===== config.mk =====
export PLATFORM = sky130hd
export DESIGN_NAME = mem_port_arbiter
export DESIGN_NICKNAME = d
export VERILOG_FILES = /design/src/rtl/mem_arb_pkg.sv /design/src/rtl/lsu_align.sv /design/src/rtl/mem_port_arbiter.sv
export SDC_FILE = /design/constraint.sdc
export NUM_CORES = 1
export LEC_CHECK = 0
export ABC_AREA = 1
export BUFFER_PORTS_ARGS = -buffer_cell sky130_fd_sc_hd__buf_2
export CAP_MARGIN = 5
export CORE_ASPECT_RATIO = 0.75
export CORE_MARGIN = 2
export CORE_UTILIZATION = 53
export CTS_BUF_LIST = sky130_fd_sc_hd__clkbuf_4 sky130_fd_sc_hd__clkbuf_8
export DETAILED_ROUTE_END_ITERATION = 8
export PLACE_DENSITY = 0.89
export SLEW_MARGIN = 20
export SYNTH_ARGS = -nofsm -noshare
export SYNTH_HDL_FRONTEND = slang
export SYNTH_SLANG_ARGS = --single-unit

===== constraint.sdc =====
create_clock -name clk -period 2.6 [get_ports clk]
set_input_delay 0.39 -clock clk [delete_from_list [all_inputs] [get_ports clk]]
set_output_delay 0.39 -clock clk [all_outputs]
set_load 0.1 [all_outputs]

===== src/rtl/mem_arb_pkg.sv =====
// Shared definitions for the unified memory port arbiter.
// Load/store size codes and arbiter FSM encoding.
package mem_arb_pkg;

   localparam logic [2:0] LSHB_W  = 3'b000;
   localparam logic [2:0] LSHB_H  = 3'b001;
   localparam logic [2:0] LSHB_HU = 3'b010;
   localparam logic [2:0] LSHB_B  = 3'b011;
   localparam logic [2:0] LSHB_BU = 3'b100;

   typedef enum logic [1:0] {
      ST_IDLE  = 2'd0,
      ST_IBUSY = 2'd1,
      ST_DBUSY = 2'd2
   } arb_state_e;

endpackage


===== src/rtl/lsu_align.sv =====
// Byte-lane steering for stores, extraction/extension for loads,
// and misalignment detection. Unknown size codes act as WORD.
module lsu_align
   import mem_arb_pkg::*;
(
   input  logic [2:0]  lshb,
   input  logic [1:0]  off,
   input  logic        wr,
   input  logic [31:0] wdata,
   input  logic [31:0] rdata,
   output logic [3:0]  be,
   output logic [31:0] wdata_al,
   output logic [31:0] rdata_ext,
   output logic        misalign
);

   logic [15:0] half_v;
   logic [7:0]  byte_v;

   // Decode size code into lanes, extension and alignment check
   always_comb begin
      half_v    = off[1] ? rdata[31:16] : rdata[15:0];
      byte_v    = rdata[{off, 3'b000} +: 8];
      be        = 4'b1111;
      wdata_al  = wdata;
      rdata_ext = rdata;
      misalign  = 1'b0;
      unique case (lshb)
         LSHB_H, LSHB_HU: begin
            misalign = off[0];
            if (wr) begin
               be       = off[1] ? 4'b1100 : 4'b0011;
               wdata_al = {2{wdata[15:0]}};
            end
            if (lshb == LSHB_H)
               rdata_ext = {{16{half_v[15]}}, half_v};
            else
               rdata_ext = {16'h0000, half_v};
         end
         LSHB_B, LSHB_BU: begin
            if (wr) begin
               be       = 4'b0001 << off;
               wdata_al = {4{wdata[7:0]}};
            end
            if (lshb == LSHB_B)
               rdata_ext = {{24{byte_v[7]}}, byte_v};
            else
               rdata_ext = {24'h000000, byte_v};
         end
         default: begin
            misalign = |off;
         end
      endcase
   end

endmodule


===== src/rtl/mem_port_arbiter.sv =====
// Arbitrates one unified memory bus between fetch and data access,
// data first, with stall generation and fetch-kill handling.
module mem_port_arbiter
   import mem_arb_pkg::*;
#(
   parameter int AW = 32,
   parameter int DW = 32
) (
   input  logic          clk,
   input  logic          rst,
   input  logic          i_req,
   input  logic [AW-1:0] i_addr,
   input  logic          i_kill,
   output logic [DW-1:0] i_rdata,
   output logic          i_valid,
   input  logic          d_req,
   input  logic          d_wr,
   input  logic [2:0]    d_lshb,
   input  logic [AW-1:0] d_addr,
   input  logic [DW-1:0] d_wdata,
   output logic [DW-1:0] d_rdata,
   output logic          d_valid,
   output logic          d_err,
   output logic          stallF,
   output logic          stallM,
   output logic          mem_req,
   output logic          mem_wr,
   output logic [AW-1:0] mem_addr,
   output logic [3:0]    mem_be,
   output logic [DW-1:0] mem_wdata,
   input  logic [DW-1:0] mem_rdata,
   input  logic          mem_ack
);

   arb_state_e    state_q, state_d;
   logic          mem_req_q, mem_req_d;
   logic          mem_wr_q, mem_wr_d;
   logic [AW-1:0] mem_addr_q, mem_addr_d;
   logic [3:0]    mem_be_q, mem_be_d;
   logic [DW-1:0] mem_wdata_q, mem_wdata_d;
   logic [DW-1:0] i_rdata_q, i_rdata_d;
   logic          i_valid_q, i_valid_d;
   logic [DW-1:0] d_rdata_q, d_rdata_d;
   logic          d_valid_q, d_valid_d;
   logic          d_err_q, d_err_d;
   logic          kill_pend_q, kill_pend_d;

   logic          idle, gnt_d, gnt_i, ack_i, ack_d;
   logic [3:0]    al_be;
   logic [DW-1:0] al_wdata, al_rdata;
   logic          al_mis;

   lsu_align u_align (
      .lshb      (d_lshb),
      .off       (d_addr[1:0]),
      .wr        (d_wr),
      .wdata     (d_wdata),
      .rdata     (mem_rdata),
      .be        (al_be),
      .wdata_al  (al_wdata),
      .rdata_ext (al_rdata),
      .misalign  (al_mis)
   );

   // A requester whose valid is high this cycle is not re-granted
   assign idle  = (state_q == ST_IDLE);
   assign gnt_d = idle & d_req & ~d_valid_q;
   assign gnt_i = idle & ~gnt_d & i_req & ~i_valid_q & ~i_kill;
   assign ack_i = (state_q == ST_IBUSY) & mem_ack;
   assign ack_d = (state_q == ST_DBUSY) & mem_ack;

   // State and datapath registers
   always_ff @(posedge clk or negedge rst) begin
      if (!rst) begin
         state_q     <= ST_IDLE;
         mem_req_q   <= 1'b0;
         mem_wr_q    <= 1'b0;
         mem_addr_q  <= '0;
         mem_be_q    <= '0;
         mem_wdata_q <= '0;
         i_rdata_q   <= '0;
         i_valid_q   <= 1'b0;
         d_rdata_q   <= '0;
         d_valid_q   <= 1'b0;
         d_err_q     <= 1'b0;
         kill_pend_q <= 1'b0;
      end else begin
         state_q     <= state_d;
         mem_req_q   <= mem_req_d;
         mem_wr_q    <= mem_wr_d;
         mem_addr_q  <= mem_addr_d;
         mem_be_q    <= mem_be_d;
         mem_wdata_q <= mem_wdata_d;
         i_rdata_q   <= i_rdata_d;
         i_valid_q   <= i_valid_d;
         d_rdata_q   <= d_rdata_d;
         d_valid_q   <= d_valid_d;
         d_err_q     <= d_err_d;
         kill_pend_q <= kill_pend_d;
      end
   end

   // Next-state: misaligned data grants never leave IDLE
   always_comb begin
      state_d = state_q;
      unique case (state_q)
         ST_IDLE: begin
            if (gnt_d && !al_mis)
               state_d = ST_DBUSY;
            else if (gnt_i)
               state_d = ST_IBUSY;
         end
         ST_IBUSY, ST_DBUSY: begin
            if (mem_ack)
               state_d = ST_IDLE;
         end
         default: state_d = ST_IDLE;
      endcase
   end

   // Bus launch on grant, result capture and valid pulses on ack
   always_comb begin
      mem_req_d   = mem_req_q;
      mem_wr_d    = mem_wr_q;
      mem_addr_d  = mem_addr_q;
      mem_be_d    = mem_be_q;
      mem_wdata_d = mem_wdata_q;
      i_rdata_d   = i_rdata_q;
      i_valid_d   = 1'b0;
      d_rdata_d   = d_rdata_q;
      d_valid_d   = 1'b0;
      d_err_d     = 1'b0;
      kill_pend_d = kill_pend_q;
      if (gnt_d) begin
         if (al_mis) begin
            d_valid_d = 1'b1;
            d_err_d   = 1'b1;
            d_rdata_d = '0;
         end else begin
            mem_req_d   = 1'b1;
            mem_wr_d    = d_wr;
            mem_addr_d  = d_addr & ~AW'(3);
            mem_be_d    = al_be;
            mem_wdata_d = al_wdata;
         end
      end else if (gnt_i) begin
         mem_req_d   = 1'b1;
         mem_wr_d    = 1'b0;
         mem_addr_d  = i_addr & ~AW'(3);
         mem_be_d    = 4'b1111;
         mem_wdata_d = '0;
      end
      if (ack_i) begin
         mem_req_d   = 1'b0;
         kill_pend_d = 1'b0;
         if (!(kill_pend_q || i_kill)) begin
            i_valid_d = 1'b1;
            i_rdata_d = mem_rdata;
         end
      end else if (state_q == ST_IBUSY && i_kill) begin
         kill_pend_d = 1'b1;
      end
      if (ack_d) begin
         mem_req_d = 1'b0;
         d_valid_d = 1'b1;
         d_rdata_d = mem_wr_q ? '0 : al_rdata;
      end
   end

   assign mem_req   = mem_req_q;
   assign mem_wr    = mem_wr_q;
   assign mem_addr  = mem_addr_q;
   assign mem_be    = mem_be_q;
   assign mem_wdata = mem_wdata_q;
   assign i_rdata   = i_rdata_q;
   assign i_valid   = i_valid_q;
   assign d_rdata   = d_rdata_q;
   assign d_valid   = d_valid_q;
   assign d_err     = d_err_q;
   assign stallF    = i_req & ~i_valid_q;
   assign stallM    = d_req & ~d_valid_q;

endmodule

==> results.yml, run 1 <==
run_status:
  status: "finished, final reports clean"
place:
  detailed_place_hpwl_um: 15600
  place.gp.congestion: 0.919
  portBuffers: 272
setup_path:
  crit_path_max_fanout: 28
  cp_common_cell: "nand2_1"
  crit_start: "state_q[0]"
  slowest_delay_ps: 630
  required_ps: 2970
  crit_chain: "inv_1, ha_1, nand2_2, inv_2, nor2_2, o21ai_4, buf_4, nand2_1, nand2_1"
  critPathBufInv: 3
  rr_worst_depth: 9
  r2r_end: "mem_addr[10]"
  cp-start-kind: "register"
  reg2reg_slack_ps: 380
  cp.arrival_ps: 2580
  r2r-start: "state_q[0]"
  crit_family: "compound AO/OA/AOI/OAI gates"
  endpoint_kind: "register"
  crit_slowest_cell: "o21ai_4"
  critPathKind: "reg -> reg"
cts:
  insertion_delay_ps: 430
  cts_tree: "done"
  cts_sinks: 138
  cts_resized: 0
  clk_pin_slew_worst_paths_ps: 80
  clockBufferDepth: 2
  cts_inserted_buffers: 17
  clock-root-buffer: "clkbuf_8"
  htreeDepth: 4
floorplan:
  core_um2: 13000
  rows: 36
  die_y_um: 104
  dieWidth_um: 137
  dieArea_um2: 14300
  ios: 277
  start_util_pct: 54.4
cells_and_area:
  drive_gt1_share_pct: 27.5
  antenna_cells: 0
  nets: 1375
  utilization_pct: 69.0
  area_growth_pct: 26.8
timing:
  tns_ps: 0
  setup_viol: 0
  worstMarginPinSlew_ps: 808
  finalHoldViolations: 0
  period_share_pct: 85.4
  period_needed_ps: 2220
  finalMaxSlewViolations: 0
  fmax_mhz: 450
  clock-skew-final_ps: 17.7
  grt_setup_unrepaired: "no"
  slew_headroom_pct: 45.9
worst_hold_path:
  min_path_cells: 3
  holdCritStartpoint: "d_wdata[6]"
  min_path_type: "in -> reg"
  min_to: "mem_wdata[6]"
synth:
  ys_types: 25
  synth_cells: 975
  ys_top_cells_by_count: "476 x nand2_1, 138 x dfrtp_1, 102 x o21ai_0"
  avgSynthCellArea_um2: 7.26
  synth_edf_count: 0
  yosys-top-cells-area: "dfrtp_1 49%, nand2_1 25%, o21ai_0 7.2%"
  yosysMostFrequentCell: "nand2_1"
  ys_async_sr_fraction_pct: 100
  ys_seq_area_share_pct: 48.8
  synth_top_area_share_pct: 48.8
  yosys_warnings: 0
  ys_ff_latch: 138
  yosys_most_used_dff: "dfrtp_1"
  netlist_area_um2: 7080
  synth_area_leader_cell: "dfrtp_1"
drt:
  drtIter0Drc: 578
  via_count: 7385
  top_layer: "met4"
  post-route-drc-count: 0
  dr_wl_met2_um: 9840
  finalWirelength_um: 21300
  dr_wl_met3_um: 2140
  drt-met1-wl_um: 9000
  wl_per_cell_um: 15.0
  viasPerCell: 5.21
  drt_pre_antenna_iters: 5
  ant_nets: 0
grt:
  antenna_found_initial: 0
  grt_pass1_vias: 6886
  grt_overflow: 0
  gr-usage-all-layers_pct: 30.2
  grt_first_pass_wirelength_um: 34000
  grt_max_degree: 58
job:
  max-cap-violations: 0
==> sequential cells by signal (all words and copies together), names as in the netlist, 2 cells and up <==
signal     count
mem_addr      30
mem_be         4
mem_wdata     32
d_rdata       32
i_rdata       32
state_q        2
==> cell families (layout without fill, tap and decap cells) <==
family | count (synthesis) | after routing | synth area share (%)
AO/OA/AOI/OAI | 129 | 129 | 10.2
adder cells (fa/ha/maj) | 3 | 3 | 0.530
AND/OR/NAND/NOR | 577 | 577 | 32.4
buffers and inverters | 127 | 398 | 8.04
other | 1 | 2 | 0.0530
flip-flops | 138 | 138 | 48.8
==> metal layers <==
| metal | up-vias | global-route usage (%) |
|---|---|---|
| met1 | 3428 | 41.4 |
| met4 | 0 | 6.92 |
| met5 | - | 0 |
| met2 | 364 | 47.1 |
| li1 | 3561 | - |
| met3 | 32 | 9.16 |
==> per-stage QoR <==
step	hold WS [ps]	instances	setup slack (ps)	area [µm²]
after floorplan	94.4	976	13.2	7100
after global placement	381	1385	453	8560
after detailed placement	382	1385	399	8560
after CTS	187	1418	380	8980
after global routing	192	1418	180	8980
final	208	1418	380	8980
==> worst min-delay path, cell delays in order <==
cell and delay (ps):
buf_2 110, nand2_1 50, nand2_1 50
==> final cells by class <==
type | instances | area (µm²)
multi-input combinational | 711 | 3080
clock inverter | 14 | 161
sequential | 138 | 3450
tap | 171 | 214
timing repair buffer | 290 | 1530
inverter | 76 | 285
fill | 1118 | 4040
clock buffer | 18 | 248
==> cells in the final DEF (no fill, tap or decap), types with 3 or more instances in the layout <==
cell type,synthesis,layout
ha_1,3,3
dfrtp_1,138,138
inv_2,3,3
nor2_2,6,6
buf_4,11,15
buf_2,15,271
inv_6,0,4
nor2_1,29,27
nand2_2,5,5
o211ai_1,11,11
clkinv_4,0,4
nor2_4,1,3
nand2_1,476,476
nand3_1,55,55
a22oi_1,14,14
clkbuf_8,0,18
o21ai_0,102,102
inv_1,73,73
==> timing repair <==
item | in CTS | in global routing
hold buffers | 1 | 0
endpoints found under the hold margin | 51 | 0
buffers inserted | 0 | 0
==> worst max path at each step <==
stage / end / slack, ps / depth (start not counted)
2_1_floorplan: mem_addr[21] / 10 / 9
3_3_place_gp: mem_addr[6] / 450 / 9
3_5_place_dp: mem_addr[10] / 400 / 9
4_1_cts: mem_addr[10] / 380 / 9
5_1_grt: mem_addr[7] / 180 / 9
6_report: mem_addr[10] / 380 / 9
Power of run 1 is left out: the tool's default activity adds up to more than one toggle a clock period on the data nets, which glitch-free logic cannot reach.
==> run 2: changes to the inputs <==
--- a/config.mk
+++ b/config.mk
@@ -5,7 +5,6 @@
 export SDC_FILE = /design/constraint.sdc
 export NUM_CORES = 1
 export LEC_CHECK = 0
-export ABC_AREA = 1
 export BUFFER_PORTS_ARGS = -buffer_cell sky130_fd_sc_hd__buf_2
 export CAP_MARGIN = 5
 export CORE_ASPECT_RATIO = 0.75
@@ -18,3 +17,4 @@
 export SYNTH_ARGS = -nofsm -noshare
 export SYNTH_HDL_FRONTEND = slang
 export SYNTH_SLANG_ARGS = --single-unit
+export TNS_END_PERCENT = 1
==> run 2 against run 1 <==
Effect of this change: synthesized cell count decreased by 32%; hold slack got worse by 29 ps; core utilization increased by 0.45 points; die area increased by 0.65%; register-to-register slack improved by 120 ps; critical path depth decreased by 2; cell count decreased by 22%; non-clock buffer count increased by 4; critical path type unchanged; critical endpoint is now mem_addr[5]; highest routed layer unchanged.
==> results.yml, run 2 <==
synth:
  netlist_area_um2: 7130
  ys_types: 48
  yosys-top-cells-area: "dfrtp_1 48%, mux2_2 12%, nand2_1 5.6%"
  yosysMostFrequentCell: "dfrtp_1"
  yosys_most_used_dff: "dfrtp_1"
  synth_edf_count: 0
  ys_seq_area_share_pct: 48.4
  ys_ff_latch: 138
  synth_top_area_share_pct: 48.4
  avgSynthCellArea_um2: 10.8
  yosys_warnings: 0
  ys_top_cells_by_count: "138 x dfrtp_1, 106 x nand2_1, 74 x mux2_2"
  synth_cells: 661
  ys_async_sr_fraction_pct: 100
  synth_area_leader_cell: "dfrtp_1"
timing:
  period_needed_ps: 2100
  worstMarginPinSlew_ps: 738
  slew_headroom_pct: 50.8
  fmax_mhz: 476
  finalHoldViolations: 0
  clock-skew-final_ps: 16.5
  grt_setup_unrepaired: "no"
  setup_viol: 0
  finalMaxSlewViolations: 0
  tns_ps: 0
  period_share_pct: 80.9
cells_and_area:
  layout_common_cells: "271 x buf_2, 136 x dfrtp_1, 106 x nand2_1"
  finalInstanceArea_um2: 9070
  final_common_cell: "buf_2"
  nets: 1068
  drive_gt1_share_pct: 45.5
  area_growth_pct: 27.2
  utilization_pct: 69.4
drt:
  wl_per_cell_um: 19.3
  drtIter0Drc: 597
  ant_nets: 0
  finalWirelength_um: 21500
  post-route-drc-count: 0
  drt_pre_antenna_iters: 6
  via_count: 6440
  viasPerCell: 5.79
run_status:
  status: "finished, final reports clean"
grt:
  grt_overflow: 0
  antenna_found_initial: 1
  grt_pass1_vias: 6154
  gr-usage-all-layers_pct: 30.5
  grt_max_degree: 64
  grt_first_pass_wirelength_um: 33500
cts:
  holdBufCountCts: 1
  clk_pin_slew_worst_paths_ps: 90
  clockBufferDepth: 2
  cts_tree: "done"
  cts_inserted_buffers: 17
  htreeDepth: 4
  cts_sinks: 138
  cts_setup_buffers: 0
  clock-root-buffer: "clkbuf_8"
  insertion_delay_ps: 450
  cts_resized: 0
place:
  place.gp.congestion: 0.865
  detailed_place_hpwl_um: 15700
  place_area_um2: 8650
  portBuffers: 272
floorplan:
  start_util_pct: 54.6
  dieWidth_um: 138
  ios: 277
  rows: 36
  die_y_um: 104
  core_um2: 13100
  dieArea_um2: 14400
worst_hold_path:
  min_path_type: "in -> reg"
job:
  max-cap-violations: 0
setup_path:
  crit_chain: "inv_1, ha_1, and2_1, o21ai_4, nand2_2, buf_12, mux2_2"
  required_ps: 2930
  crit_path_max_fanout: 43
  cp.arrival_ps: 2430
  critPathKind: "reg -> reg"
  endpoint_kind: "register"
  crit_family: "flip-flops"
  slowest_delay_ps: 410
  critPathBufInv: 2
  crit_slowest_cell: "dfrtp_1"
  cp-start-kind: "register"
-- run 2: changes by cell type after synthesis, sizes merged, moves of 42 or more --
cell and change:
mux2 +74, o21ai -79, inv -69, nand3 -52, o2bb2ai +42, nand2 -374
-- run 2: metrics by stage --
| step | setup slack (ps) | hold WS [ps] | instances |
|---|---|---|---|
| after CTS | 508 | 157 | 1111 |
| after global placement | 340 | 417 | 1078 |
| after floorplan | 77.4 | 94.4 | 662 |
| final | 497 | 179 | 1112 |
| after global routing | 386 | 201 | 1111 |
| after detailed placement | 322 | 420 | 1078 |
-- run 2: routing by layer --
metal  routed length, µm  share of wire (%)  GRT usage (%)
met5                   0                  0              0
met4                 588                2.7           10.9
met3                2210                 10           9.21
met2                9880                 46           46.2
met1                8800                 41           41.5
-- run 2: final timing paths --
kind                       slack, ps     endpoint  cells after the start        from
setup / recovery                 500  mem_addr[5]                      7  state_q[0]
hold / removal                   180  kill_pend_q                      2     mem_ack
setup reg to reg                 500  mem_addr[5]                      7  state_q[0]
hold reg to reg                  480   d_rdata[2]                      1  d_rdata[2]
max in group asynchronous       1480      d_valid                      3         rst
min in group asynchronous        490  d_rdata[23]                      2         rst
-- run 2: logic make-up (layout without fill, tap and decap cells) --
| group | after synthesis | in the layout | share of synthesized area (%) |
|---|---|---|---|
| buffers and inverters | 55 | 333 | 4.37 |
| muxes | 100 | 100 | 16.7 |
| AOI/OAI and AO/OA | 168 | 168 | 18.1 |
| xor gates and xnor gates | 1 | 1 | 0.123 |
| DFF | 138 | 138 | 48.4 |
| and+or+nand+nor | 195 | 195 | 11.6 |
| other | 1 | 3 | 0.0526 |
| adders and majority gates | 3 | 3 | 0.527 |
-- run 2: area by class of cell --
type	instances	area [µm²]
diodes	1	2.50
clock buffers	18	248
clock inverters	14	160
fillers	991	4000
inverters	7	26.3
multi-input cells	469	3390
flip-flops and latches	138	3460
well taps	171	214
repair buffers	294	1570
Power of run 2 is left out for the same reason.
